$ cat src/rtl/pe_grid_pkg.sv
// pe_grid_pkg: shared grid dimensions and scheduler state encoding
package pe_grid_pkg;
    localparam int ROWS   = 12;
    localparam int COLS   = 14;
    localparam int DATA_W = 16;
    localparam int ID_W   = 4;
    localparam int PSUM_W = 32;
    typedef enum logic [2:0] {
        IDLE   = 3'd0,
        LOAD_W = 3'd1,
        LOAD_I = 3'd2,
        DRAIN  = 3'd3,
        OUT    = 3'd4
    } sched_state_t;
endpackage

$ cat src/rtl/pe_grid_scheduler_tag_sequencer.sv
// tag_sequencer: beat counter that presents the current tag and flags the beat reaching the limit
module tag_sequencer #(
    parameter int ID_W = 4
) (
    input  logic            clk,
    input  logic            rst,
    input  logic            clr,
    input  logic            adv,
    input  logic [ID_W-1:0] limit,
    output logic [ID_W-1:0] tag,
    output logic            last
);
    logic [ID_W-1:0] cnt_q, cnt_d;
    assign tag  = cnt_q;
    assign last = adv && (cnt_q == limit - 1'b1);
    // the final beat returns the count to zero so tags never reach the limit
    always_comb cnt_d = (clr || last) ? '0 : adv ? cnt_q + 1'b1 : cnt_q;
    always_ff @(posedge clk) begin
        if (rst) cnt_q <= '0;
        else     cnt_q <= cnt_d;
    end
endmodule

$ cat src/rtl/pe_grid_scheduler.sv
// pe_grid_scheduler: sequences weight load, image passes, psum drain and output handshake for a PE grid
module pe_grid_scheduler #(
    parameter int ROWS      = pe_grid_pkg::ROWS,
    parameter int COLS      = pe_grid_pkg::COLS,
    parameter int DATA_W    = pe_grid_pkg::DATA_W,
    parameter int ID_W      = pe_grid_pkg::ID_W,
    parameter int DRAIN_CYC = 12
) (
    input  logic              clk,
    input  logic              rst,
    input  logic              start,
    input  logic [ID_W-1:0]   cfg_rows,
    input  logic [ID_W-1:0]   cfg_cols,
    input  logic [7:0]        cfg_passes,
    output logic              busy,
    output logic              done,
    output logic              cfg_err,
    input  logic              w_valid,
    input  logic [DATA_W-1:0] w_data,
    output logic              w_ready,
    input  logic              i_valid,
    input  logic [DATA_W-1:0] i_data,
    output logic              i_ready,
    output logic [DATA_W-1:0] weight_val_in,
    output logic [ID_W-1:0]   tag_row,
    output logic              valid_y,
    output logic [DATA_W-1:0] image_val_in,
    output logic [ID_W-1:0]   tag_col,
    output logic              valid_x,
    output logic              psum_valid,
    input  logic              psum_ready
);
    import pe_grid_pkg::*;
    localparam logic [ID_W-1:0] ROWS_L     = ID_W'(ROWS);
    localparam logic [ID_W-1:0] COLS_L     = ID_W'(COLS);
    localparam logic [7:0]      DRAIN_LAST = 8'(DRAIN_CYC - 1);
    sched_state_t      state_q, state_d;
    logic [ID_W-1:0]   rows_q, rows_d, cols_q, cols_d;
    logic [7:0]        passes_q, passes_d, pass_q, pass_d, drain_q, drain_d;
    logic              busy_q, busy_d, done_q, done_d, cfg_err_q, cfg_err_d;
    logic              w_ready_q, w_ready_d, i_ready_q, i_ready_d, psum_valid_q, psum_valid_d;
    logic              valid_y_q, valid_y_d, valid_x_q, valid_x_d;
    logic [DATA_W-1:0] weight_q, weight_d, image_q, image_d;
    logic [ID_W-1:0]   tag_row_q, tag_row_d, tag_col_q, tag_col_d;
    logic              cfg_ok, start_ok, w_acc, i_acc, p_acc, row_last, col_last;
    logic [ID_W-1:0]   row_tag, col_tag;
    logic [7:0]        pass_inc;
    assign cfg_ok   = cfg_rows != '0 && cfg_rows <= ROWS_L && cfg_cols != '0 && cfg_cols <= COLS_L && cfg_passes != '0;
    assign start_ok = state_q == IDLE && start && cfg_ok;
    assign w_acc    = w_valid && w_ready_q;
    assign i_acc    = i_valid && i_ready_q;
    assign p_acc    = psum_valid_q && psum_ready;
    assign pass_inc = pass_q + 1'b1;
    tag_sequencer #(.ID_W(ID_W)) u_row_seq (
        .clk(clk), .rst(rst), .clr(start_ok), .adv(w_acc), .limit(rows_q), .tag(row_tag), .last(row_last)
    );
    tag_sequencer #(.ID_W(ID_W)) u_col_seq (
        .clk(clk), .rst(rst), .clr(start_ok), .adv(i_acc), .limit(cols_q), .tag(col_tag), .last(col_last)
    );
    always_comb begin
        state_d   = state_q;
        rows_d    = rows_q;
        cols_d    = cols_q;
        passes_d  = passes_q;
        pass_d    = pass_q;
        drain_d   = drain_q;
        done_d    = 1'b0;
        cfg_err_d = 1'b0;
        case (state_q)
            IDLE: if (start) begin
                if (cfg_ok) begin
                    state_d  = LOAD_W;
                    rows_d   = cfg_rows;
                    cols_d   = cfg_cols;
                    passes_d = cfg_passes;
                    pass_d   = '0;
                    drain_d  = '0;
                end else cfg_err_d = 1'b1;
            end
            LOAD_W: state_d = row_last ? LOAD_I : LOAD_W;
            LOAD_I: begin
                state_d = col_last ? DRAIN : LOAD_I;
                drain_d = '0;
            end
            DRAIN: begin
                drain_d = drain_q + 1'b1;
                state_d = (drain_q == DRAIN_LAST) ? OUT : DRAIN;
            end
            OUT: if (p_acc) begin
                pass_d  = pass_inc;
                done_d  = pass_inc == passes_q;
                state_d = (pass_inc == passes_q) ? IDLE : LOAD_I;
            end
            default: state_d = IDLE;
        endcase
    end
    // handshake outputs are decoded from the next state so they are registered yet aligned with it
    assign busy_d       = state_d != IDLE;
    assign w_ready_d    = state_d == LOAD_W;
    assign i_ready_d    = state_d == LOAD_I;
    assign psum_valid_d = state_d == OUT;
    assign valid_y_d    = w_acc;
    assign weight_d     = w_acc ? w_data : '0;
    assign tag_row_d    = w_acc ? row_tag : '0;
    assign valid_x_d    = i_acc;
    assign image_d      = i_acc ? i_data : '0;
    assign tag_col_d    = i_acc ? col_tag : '0;
    always_ff @(posedge clk) begin
        if (rst) begin
            state_q      <= IDLE;
            rows_q       <= '0;
            cols_q       <= '0;
            passes_q     <= '0;
            pass_q       <= '0;
            drain_q      <= '0;
            busy_q       <= 1'b0;
            done_q       <= 1'b0;
            cfg_err_q    <= 1'b0;
            w_ready_q    <= 1'b0;
            i_ready_q    <= 1'b0;
            psum_valid_q <= 1'b0;
            valid_y_q    <= 1'b0;
            valid_x_q    <= 1'b0;
            weight_q     <= '0;
            image_q      <= '0;
            tag_row_q    <= '0;
            tag_col_q    <= '0;
        end else begin
            state_q      <= state_d;
            rows_q       <= rows_d;
            cols_q       <= cols_d;
            passes_q     <= passes_d;
            pass_q       <= pass_d;
            drain_q      <= drain_d;
            busy_q       <= busy_d;
            done_q       <= done_d;
            cfg_err_q    <= cfg_err_d;
            w_ready_q    <= w_ready_d;
            i_ready_q    <= i_ready_d;
            psum_valid_q <= psum_valid_d;
            valid_y_q    <= valid_y_d;
            valid_x_q    <= valid_x_d;
            weight_q     <= weight_d;
            image_q      <= image_d;
            tag_row_q    <= tag_row_d;
            tag_col_q    <= tag_col_d;
        end
    end
    assign busy          = busy_q;
    assign done          = done_q;
    assign cfg_err       = cfg_err_q;
    assign w_ready       = w_ready_q;
    assign i_ready       = i_ready_q;
    assign psum_valid    = psum_valid_q;
    assign valid_y       = valid_y_q;
    assign valid_x       = valid_x_q;
    assign weight_val_in = weight_q;
    assign image_val_in  = image_q;
    assign tag_row       = tag_row_q;
    assign tag_col       = tag_col_q;
endmodule

$ cat config.mk
export PLATFORM = sky130hd
export DESIGN_NAME = pe_grid_scheduler
export DESIGN_NICKNAME = d
export VERILOG_FILES = /design/src/rtl/pe_grid_pkg.sv /design/src/rtl/pe_grid_scheduler_tag_sequencer.sv /design/src/rtl/pe_grid_scheduler.sv
export SDC_FILE = /design/constraint.sdc
export NUM_CORES = 1
export LEC_CHECK = 0
export CAP_MARGIN = 40
export CORE_ASPECT_RATIO = 0.7
export CORE_MARGIN = 1.5
export CORE_UTILIZATION = 51
export DETAILED_ROUTE_END_ITERATION = 10
export PLACE_DENSITY = 0.84
export SLEW_MARGIN = 5
export SYNTH_ARGS = -nofsm -noshare
export SYNTH_HDL_FRONTEND = slang
export SYNTH_SLANG_ARGS = --single-unit
$ cat constraint.sdc
create_clock -name clk -period 3.6 [get_ports clk]
set_input_delay 0.36 -clock clk [delete_from_list [all_inputs] [get_ports clk]]
set_output_delay 0.36 -clock clk [all_outputs]
set_load 0.02 [all_outputs]
# After elaboration in Yosys (flattened, before gate mapping)
# Cells that the tools add are included.
# op_classes
add_sub_neg	6
magnitude_cmp	2
eq_ne	14
muxes	14
bitwise_logic	6
n_reduce_logical	29
# ops
op	count
$mux 8	3
$pmux 8 s3	1
$add 8x1->8 const B	2
$pmux 8 s2	1
$pmux 3 s5	1
$mux 3	4
$logic_and 1x1->1	11
$eq 3x2->1 const B	3
$add 4x1->4 const B	2
$eq 4x4->1	2
$eq 8x4->1 const B	1
$eq 8x8->1	1
$le 4x4->1 const B	2
$reduce_bool 4->1	2
$reduce_bool 8->1	1
$reduce_or 2->1	4
$sub 4x1->4 const B	2
$eq 3x1->1 const B	2
$eq 3x3->1 const B	2
$ne 2x2->1 const B	3
$not 1->1	6
$reduce_and 3->1	2
$reduce_bool 3->1	2
$reduce_or 3->1	2
other kinds (6)	9
# word_totals
regBits	91
input_bits	54
out_inout_bits	48
wordCells	91

# Longest topological paths before layout
# Gate-level depths: netlist of run 1.
# depth
depth_word	9
depth_mapped	8
ltp_nobuf	8

# Cells and area by module
# From an unflattened synthesis of run 1, not the netlist that was laid out.
# unflattened
cells_unflattened	389
hier_area_um2	3679.8
# by_module_without_submodules
module	instances	cells_each	area_per_inst_um2
pe_grid_scheduler	1	337	3111.7
tag_sequencer	2	26	284.0

# Worst setup path before layout of run 1
# Ideal clock, no wire load.
# synth_path
path_kind	register -> register
start	reg state_q[2]
end	reg cols_q[1]
setup_ns	0.132
arrival_time_ns	1.885
path_slack_ns	1.583
stages_incl_launch_ff	9
n_path_buf	3
synth_period_minus_slack_ns	2.017
cell_sequence	dfxtp_1 -> buf_6 -> nand2b_4 -> or3_4 -> or4_4 -> buf_6 -> clkbuf_1 -> nand2_1 -> a21oi_1
# synth_via
elab_chain_len	2
# synth_lines
element	line_no	rtl
from (decl)	pe_grid_scheduler.sv:37	sched_state_t state_q, state_d;
from (signal assigned)	pe_grid_scheduler.sv:129	state_q <= state_d;
$logic_not 3->1	pe_grid_scheduler.sv:69	case (state_q)
$reduce_and 3->1 (no line)	--	
to (signal assigned)	pe_grid_scheduler.sv:131	cols_q <= cols_d;
to (decl)	pe_grid_scheduler.sv:38	logic [ID_W-1:0] rows_q, rows_d, cols_q, cols_d;
# Every way passes these cells.
# A chain may end at the register's enable or synchronous reset.

# Worst setup path after layout of run 1
# layout_path
start	reg pass_q[0]
end	reg i_ready_q, in the netlist i_ready
# layout_via
elab_chain_len	6
# layout_lines
element	line_no	rtl
from (decl)	pe_grid_scheduler.sv:39	logic [7:0] passes_q, passes_d, pass_q, pass_d, drain_q, drain_d;
from (signal assigned)	pe_grid_scheduler.sv:133	pass_q <= pass_d;
$add 8x1->8	pe_grid_scheduler.sv:53	assign pass_inc = pass_q + 1'b1;
$eq 8x8->1	pe_grid_scheduler.sv:92	state_d = (pass_inc == passes_q) ? IDLE : LOAD_I;
$mux 2	pe_grid_scheduler.sv:92	
$mux 3	pe_grid_scheduler.sv:89	OUT: if (p_acc) begin
$pmux 3 s5	pe_grid_scheduler.sv:69	
$eq 3x2->1	pe_grid_scheduler.sv:100	assign i_ready_d = state_d == LOAD_I;
to (signal assigned)	pe_grid_scheduler.sv:139	i_ready_q <= i_ready_d;
to (decl)	pe_grid_scheduler.sv:41	logic w_ready_q, w_ready_d, i_ready_q, i_ready_d, psum_valid_q, psum_valid_d;
# Every way passes these cells.

==> reports/summary.json, run 1 <==
{
  "outcome": "finished clean",
  "dieArea_um2": 7686,
  "drt_iter0_drc": 188,
  "largest_net_degree_at_the_start_of_global_routing": 42,
  "synth_enable_flop_cells": 0,
  "synth_xor_area_frac": 0.07811,
  "area.growth.synth_to_final_pct": 35.11,
  "layout.filler_cells": 504,
  "cts_post_setup_buffers_inserted": 0,
  "power-per-cell-area_nw_per_um2": 396.9,
  "slew-limit-headroom": 0.4224,
  "yosys_warnings": 0,
  "synth_nets": 462,
  "effective_utilization_at_floorplan": 0.5332,
  "synth-compound-area-share": 0.1024,
  "ctsHoldBuffers": 0,
  "clk_pin_slew_ns": 0.09,
  "antenna_violations_before_repair": 0,
  "insertedDiodeCount": 0,
  "layout.cells.most_common": "clkdlybuf4s50_1",
  "fmax_mhz": 378.3,
  "total_number_of_vias": 3197,
  "design.final.nets": 556,
  "cp-start-kind": "flip-flop",
  "routed_wire_length_per_instance_um": 14.73,
  "synthesis.area_per_instance_um2": 9.085,
  "number_of_global_route_vias_before_repair": 3016,
  "std_cell_rows": 25,
  "port_buffers": 101,
  "synth-simple-area-share": 0.2607,
  "drt_pre_antenna_iters": 4,
  "leakagePower_nw": 1.963,
  "final-max-slew-violation-count": 0,
  "post-place-ws_ns": 0.7875,
  "yosys_register_bits": 91,
  "hold_viol": 0,
  "path_cells": "ha_1, and3_1, nor2_1, a211o_1, a31oi_1, o31ai_1, a2111oi_0",
  "cts_repair_resize_count": 0,
  "pin_count": 102,
  "yosys.area_share.adder": 0.02055,
  "max_cap_viol_count": 0,
  "postPlaceCellArea_um2": 4736,
  "post_route_cells_drive_above_1_share": 0.05589,
  "final.setup_skew_ns": 0.01000,
  "post-route-drc-count": 0,
  "holdWs_ns": 0.4723,
  "stdcell_area_um2": 4935,
  "combinational_family_with_the_most_area_after_synthesis": "simple AND/OR/NAND/NOR gates",
  "finalWeightedCongestion": 0.8462,
  "worst_ep_required_time_ns": 3.79,
  "worst-endpoint-arrival_ns": 2.84,
  "tritoncts": "built",
  "timing.final.ws_setup_ns": 0.9565,
  "die_height_um": 73.80,
  "post_drt_via_cell_ratio": 5.373,
  "multi_input_area_um2": 1698,
  "synth.yosys.seq_area_share": 0.4988,
  "rsz0062_at_grt": "false",
  "clk-insertion-delay-late_ns": 0.36,
  "antenna_violating_nets_post_route": 0,
  "die_w_um": 104.1,
  "critical-path-slowest-cell": "a2111oi_0",
  "syn-instance-count": 402,
  "layout.cells.most_common_list": "clkdlybuf4s50_1 (101), dfxtp_1 (91), nand2_1 (54)",
  "timing_worst_slew_pin_value_ns": 0.8599,
  "synth-main-ff-cell": "dfxtp_1",
  "design.core.area_um2": 6850,
  "synth.cell_area_um2": 3652,
  "globalRouteTotalUtil": 0.2321,
  "cts_root_buf": "clkbuf_8",
  "finalCriticalPeriod_ns": 2.644,
  "global_route.overflow_total": 0,
  "crit_path_max_incr_delay_ns": 0.65,
  "power_mw": 1.959,
  "dp.final_hpwl_mm": 6.315,
  "fin_crit_sh": 0.7343,
  "cts.htree.levels": 3,
  "synth_async_sr_flop_share": 0,
  "synthMuxAreaShare": 0.003083,
  "grt_first_pass_wirelength_mm": 14.15,
  "setup_viol_count_final": 0,
  "worst-path-max-fanout": 7,
  "setup.worst_path.class": "reg -> reg",
  "sink_count": 91,
  "worstSetupEndpointType": "flip-flop",
  "yosysUniqueCellTypes": 46,
  "regArea_um2": 1822,
  "drt_wl_total_mm": 8.763,
  "clock_path_buffers": 2,
  "min_path_type": "reg -> reg",
  "cts_inserted_buffers": 9,
  "ir_worst_vdd_v": 0.0002031,
  "final.setup.tns_ns": 0
}
==> sequential cells by signal, indices dropped and copies added, names as in the netlist <==
name           count
image_val_in      16
weight_val_in     16
drain_q            8
pass_q             8
passes_q           8
cols_q             4
rows_q             4
tag_col            4
tag_row            4
u_col_seq.tag      4
u_row_seq.tag      4
state_q            3
busy               1
cfg_err            1
done               1
i_ready            1
psum_valid         1
valid_x            1
valid_y            1
w_ready            1
==> path summary, 6_finish.rpt <==
kind | from | end | slack (ns) | depth (start not counted)
min | i_ready | valid_x | 0.47 | 2
min reg2reg | i_ready | valid_x | 0.47 | 2
max reg2reg | pass_q[0] | i_ready | 0.96 | 7
max | pass_q[0] | i_ready | 0.96 | 7
==> synthesized netlist by cell type (2+ instances only) <==
| master | count | area (um^2) |
|---|---|---|
| a21oi_1 | 33 | 165.2 |
| a31oi_1 | 4 | 25.02 |
| and4_1 | 2 | 17.52 |
| xor2_1 | 15 | 131.4 |
| dfxtp_1 | 91 | 1822 |
| a211o_1 | 2 | 17.52 |
| or4_1 | 5 | 37.54 |
| nor3_1 | 6 | 30.03 |
| nand2_1 | 54 | 202.7 |
| or3_1 | 5 | 31.28 |
| buf_6 | 2 | 22.52 |
| clkbuf_1 | 17 | 63.81 |
| inv_1 | 8 | 30.03 |
| and2_1 | 5 | 31.28 |
| nand2b_1 | 3 | 18.77 |
| nor4_1 | 3 | 18.77 |
| nand3_1 | 9 | 45.04 |
| o211ai_1 | 2 | 15.01 |
| buf_1 | 3 | 11.26 |
| and3_1 | 45 | 281.5 |
| o31ai_1 | 2 | 15.01 |
| o21ai_0 | 6 | 30.03 |
| nand4_1 | 8 | 50.05 |
| nor2_1 | 31 | 116.4 |
| xnor2_1 | 15 | 131.4 |
| ha_1 | 6 | 75.07 |
==> layer usage <==
layer / wire length, um / GRT usage / vias up / share of wire
li1: - / - / 1582 / -
met3: 435 / 0.05945 / 16 / 0.050
met1: 3904 / 0.3003 / 1506 / 0.45
met4: 154 / 0.09414 / 0 / 0.018
met5: 0 / 0 / - / 0
met2: 4268 / 0.3760 / 93 / 0.49
==> through the flow <==
| stage | std cells | util |
|---|---|---|
| floorplan | 402 | - |
| global placement | 578 | 0.6873 |
| detailed placement | 579 | 0.6913 |
| CTS | 595 | 0.7204 |
| global route | 595 | 0.7204 |
| finish | 595 | 0.7204 |
==> where the power goes <==
group | leakage [nW] | internal, mW | switching [mW]
clock network | 0.0935 | 0.327 | 0.368
logic | 1.13 | 0.116 | 0.104
registers | 0.736 | 1.03 | 0.0179
total | 1.96 | 1.47 | 0.489
==> final cells by class <==
cell class,count,area share
multi-input combinational,280,0.3441
clock buffer,10,0.02586
timing repair buffer,106,0.2165
tap,94,0.02383
sequential,91,0.3692
inverter,8,0.006085
clock inverter,6,0.01445
==> kinds of logic (layout without fill, tap and decap cells) <==
family | count (synthesis) | in the layout
multiplexers | 1 | 1
buffers and inverters | 31 | 130
adder cells (fa/ha/maj) | 6 | 6
XOR/XNOR | 31 | 31
flip-flops | 91 | 91
AND/OR/NAND/NOR | 182 | 182
AO/OA/AOI/OAI | 60 | 60
==> worst max-delay path: cells and delay by family (launching register included) <==
| family | cells | cell delay (ns) |
|---|---|---|
| AND/OR/NAND/NOR | 2 | 0.33 |
| adder cells (fa/ha/maj) | 1 | 0.32 |
| AO/OA/AOI/OAI | 4 | 1.34 |
| flip-flops | 1 | 0.47 |
Power figures use the tool's default switching activity.
==> inputs of run 2 (changes only) <==
CORE_UTILIZATION = 43   (was 51)
PLACE_DENSITY = 0.76   (was 0.84)
clock period = 2.1 ns   (was 3.6 ns; I/O delays follow)
==> run 2 against run 1 <==
  * Power rose by 110%
  * Global-route usage fell by 2.2 points
  * Critical path depth rose by 2
  * First-iteration DRC count fell by 3.7%
  * Setup slack got worse by 0.86 ns
  * Sequential share of layout area fell by 2.7 points
==> reports/summary.json, run 2 (synthesis gave the netlist of run 1 again) <==
{
  "drt_pre_antenna_iters": {"value": 4, "change": "unchanged"},
  "area.growth.synth_to_final": {"value": 46.18, "unit": "%", "change": "was 35.11%"},
  "total_number_of_vias": {"value": 3300, "change": "was 3197"},
  "cts.htree.levels": {"value": 3, "change": "unchanged"},
  "cp-start-kind": {"value": "flip-flop", "change": "unchanged"},
  "dp.final_hpwl": {"value": 6.841, "unit": "mm", "change": "was 6.315 mm"},
  "drt_iter0_drc": {"value": 181, "change": "was 188"},
  "power_report.internal_total": {"value": 3.184, "unit": "mW", "change": "was 1.469 mW"},
  "min_path_type": {"value": "in -> reg", "change": "was reg -> reg"},
  "part_of_the_power_in_the_clock_network": {"value": 0.453, "change": "was 0.355"},
  "number_of_global_route_vias_before_repair": {"value": 3117, "change": "was 3016"},
  "cts_root_buf": {"value": "clkbuf_16", "change": "was clkbuf_8"},
  "fmax": {"value": 499.8, "unit": "MHz", "change": "was 378.3 MHz"},
  "design.final.nets": {"value": 584, "change": "was 556"},
  "postPlaceCellArea": {"value": 4955, "unit": "um^2", "change": "was 4736 um^2"},
  "ir_worst_vdd": {"value": 0.0005406, "unit": "V", "change": "was 0.0002031 V"},
  "die_w": {"value": 113.2, "unit": "um", "change": "was 104.1 um"},
  "crit-reg2reg-capture": {"value": "i_ready", "change": "unchanged"},
  "sink_count": {"value": 91, "change": "unchanged"},
  "layout.cells.most_common_list": {"value": "clkdlybuf4s50_1 (101), dfxtp_1 (89), nand2_1 (54)", "change": "was clkdlybuf4s50_1 (101), dfxtp_1 (91), nand2_1 (54)"},
  "hold_path_depth": {"value": 3, "change": "was 2"},
  "worst-path-max-fanout": {"value": 3, "change": "was 7"},
  "outcome": {"value": "finished clean", "change": "unchanged"},
  "worst-endpoint-arrival": {"value": 2.24, "unit": "ns", "change": "was 2.84 ns"},
  "antenna_violating_nets_post_route": {"value": 0, "change": "unchanged"},
  "slew-limit-headroom": {"value": 0.6440, "change": "was 0.4224"},
  "grt_first_pass_wirelength": {"value": 14.84, "unit": "mm", "change": "was 14.15 mm"},
  "layout.cells.most_common": {"value": "clkdlybuf4s50_1", "change": "unchanged"},
  "ctsHoldBuffers": {"value": 0, "change": "unchanged"},
  "effective_utilization_at_floorplan": {"value": 0.4542, "change": "was 0.5332"},
  "r2r_slack": {"value": 0.1, "unit": "ns", "change": "was 0.96 ns"},
  "routed_wire_length_per_instance": {"value": 14.93, "unit": "um", "change": "was 14.73 um"},
  "rr_startpoint": {"value": "rows_q[1]", "change": "was pass_q[0]"},
  "setup.worst_path.class": {"value": "reg -> reg", "change": "unchanged"},
  "final-max-slew-violation-count": {"value": 0, "change": "unchanged"},
  "power-per-cell-area": {"value": 757.0, "unit": "nW/um^2", "change": "was 396.9 nW/um^2"},
  "clock_path_buffers": {"value": 2, "change": "unchanged"},
  "timing.hold.worst_endpoint": {"value": "passes_q[0]", "change": "was valid_x"},
  "global_route.overflow_total": {"value": 0, "change": "unchanged"},
  "comb_power_share": {"value": 0.104, "change": "was 0.112"},
  "die_height": {"value": 80.11, "unit": "um", "change": "was 73.80 um"},
  "tritoncts": {"value": "built", "change": "unchanged"},
  "clk_pin_slew": {"value": 0.06, "unit": "ns", "change": "was 0.09 ns"},
  "post_drt_via_cell_ratio": {"value": 5.238, "change": "was 5.373"},
  "fin_crit_sh": {"value": 0.9528, "change": "was 0.7343"},
  "power": {"value": 4.041, "unit": "mW", "change": "was 1.959 mW"},
  "dieArea": {"value": 9064, "unit": "um^2", "change": "was 7686 um^2"},
  "insertedDiodeCount": {"value": 0, "change": "unchanged"},
  "timing_worst_slew_pin_value": {"value": 0.5329, "unit": "ns", "change": "was 0.8599 ns"},
  "pwr-share-seq": {"value": 0.442, "change": "was 0.533"},
  "finalCriticalPeriod": {"value": 2.001, "unit": "ns", "change": "was 2.644 ns"},
  "pin_count": {"value": 102, "change": "unchanged"},
  "hold_viol": {"value": 0, "change": "unchanged"},
  "stdcell_area": {"value": 5339, "unit": "um^2", "change": "was 4935 um^2"},
  "setup_viol_count_final": {"value": 0, "change": "unchanged"},
  "max_cap_viol_count": {"value": 0, "change": "unchanged"},
  "largest_net_degree_at_the_start_of_global_routing": {"value": 41, "change": "was 42"},
  "post_route_cells_drive_above_1_share": {"value": 0.1210, "change": "was 0.05589"},
  "post-route-drc-count": {"value": 0, "change": "unchanged"},
  "drt_wl_total": {"value": 9.409, "unit": "mm", "change": "was 8.763 mm"},
  "power.net_switching": {"value": 0.8575, "unit": "mW", "change": "was 0.4894 mW"},
  "finalWeightedCongestion": {"value": 0.8102, "change": "was 0.8462"},
  "antenna_violations_before_repair": {"value": 0, "change": "unchanged"},
  "globalRouteTotalUtil": {"value": 0.2103, "change": "was 0.2321"},
  "fraction_of_power_spent_switching_nets": {"value": 0.2122, "change": "was 0.2498"},
  "design.core.area": {"value": 8040, "unit": "um^2", "change": "was 6850 um^2"},
  "final.setup_skew": {"value": 0.004132, "unit": "ns", "change": "was 0.01000 ns"},
  "r2r_cells": {"value": 9, "change": "was 7"},
  "rsz0062_at_grt": {"value": "true", "change": "was false"},
  "cts_inserted_buffers": {"value": 9, "change": "unchanged"},
  "leakagePower": {"value": 2.179, "unit": "nW", "change": "was 1.963 nW"},
  "clk-insertion-delay-late": {"value": 0.34, "unit": "ns", "change": "was 0.36 ns"},
  "worst_ep_required_time": {"value": 2.34, "unit": "ns", "change": "was 3.79 ns"},
  "std_cell_rows": {"value": 27, "change": "was 25"},
  "worstSetupEndpointType": {"value": "flip-flop", "change": "unchanged"},
  "min_from": {"value": "cfg_passes[0]", "change": "was i_ready"},
  "port_buffers": {"value": 101, "change": "unchanged"}
}
run 2: cell types whose count changed in the layout (fill, tap and decap cells not counted), moves of 2 or more:
| cell | before | now |
|---|---|---|
| buf_4 | 4 | 32 |
| bufinv_16 | 1 | 3 |
| inv_6 | 2 | 0 |
| dfxtp_1 | 91 | 89 |
| clkbuf_8 | 9 | 1 |
| dfxtp_2 | 0 | 2 |
| clkbuf_16 | 0 | 9 |
| clkinv_2 | 0 | 2 |
| clkinvlp_4 | 2 | 0 |
run 2: how the worst max path moves through the flow:
stage                     start         end  slack, ns  depth (start not counted)
floorplan            state_q[2]   cols_q[1]       0.08                          8
global placement    cfg_rows[0]  drain_q[4]       -0.1                          9
detailed placement  cfg_rows[0]  drain_q[4]      -0.14                          9
CTS                   rows_q[1]     i_ready       0.01                          9
global route          rows_q[1]     i_ready     -0.006                          9
finish                rows_q[1]     i_ready        0.1                          9
run 2: layout make-up:
cell class | count | area [um^2]
fill | 657 | 2701
sequential | 91 | 1824
multi-input combinational | 280 | 1737
timing repair buffer | 134 | 1279
clock buffer | 11 | 242.7
tap | 101 | 126.4
clock inverter | 5 | 100.1
inverter | 8 | 30.03
run 2: critical path: stages (launching register included):
cell	delay [ns]
dfxtp_1	0.35
inv_1	0.06
ha_1	0.30
xor2_1	0.18
nand3_1	0.13
nor3_2	0.16
buf_4	0.16
a2bb2oi_1	0.19
nor2_1	0.07
a2111oi_2	0.30
run 2: per-stage QoR:
stage | setup TNS, ns | hold slack [ns] | setup slack [ns] | utilization | cells
floorplan | 0 | 0.3460 | 0.08260 | - | 402
global placement | -1.491 | 0.4597 | -0.09903 | 0.6128 | 613
detailed placement | -2.587 | 0.4665 | -0.1445 | 0.6162 | 614
CTS | 0 | 0.4414 | 0.01090 | 0.6592 | 630
global route | -0.006151 | 0.4494 | -0.006151 | 0.6640 | 630
finish | 0 | 0.4528 | 0.09902 | 0.6640 | 630
run 2: what timing repair did:
| item | CTS | global route |
|---|---|---|
| gates resized for setup | 1 | 10 |
| endpoints found under the setup margin | 1 | 4 |
| hold endpoints to repair | 0 | 0 |
| pin swaps | 0 | 2 |
| setup buffers | 0 | 0 |
run 2: power groups by stage:
stage | combinational [mW] | clock, mW | sequential (mW)
3_5_place_dp | 0.414 | 0 | 1.83
3_3_place_gp | 0.397 | 0 | 1.82
5_1_grt | 0.457 | 1.94 | 1.79
6_report | 0.422 | 1.83 | 1.79
4_1_cts | 0.417 | 1.85 | 1.79
2_1_floorplan | 0.188 | 0 | 1.83
run 2: metal layers:
layer,track usage,up-vias,wire length [um]
met5,0,-,0
met4,0.09250,0,221
met3,0.05208,20,381
met2,0.3412,78,4550
met1,0.2682,1562,4256
li1,-,1640,-
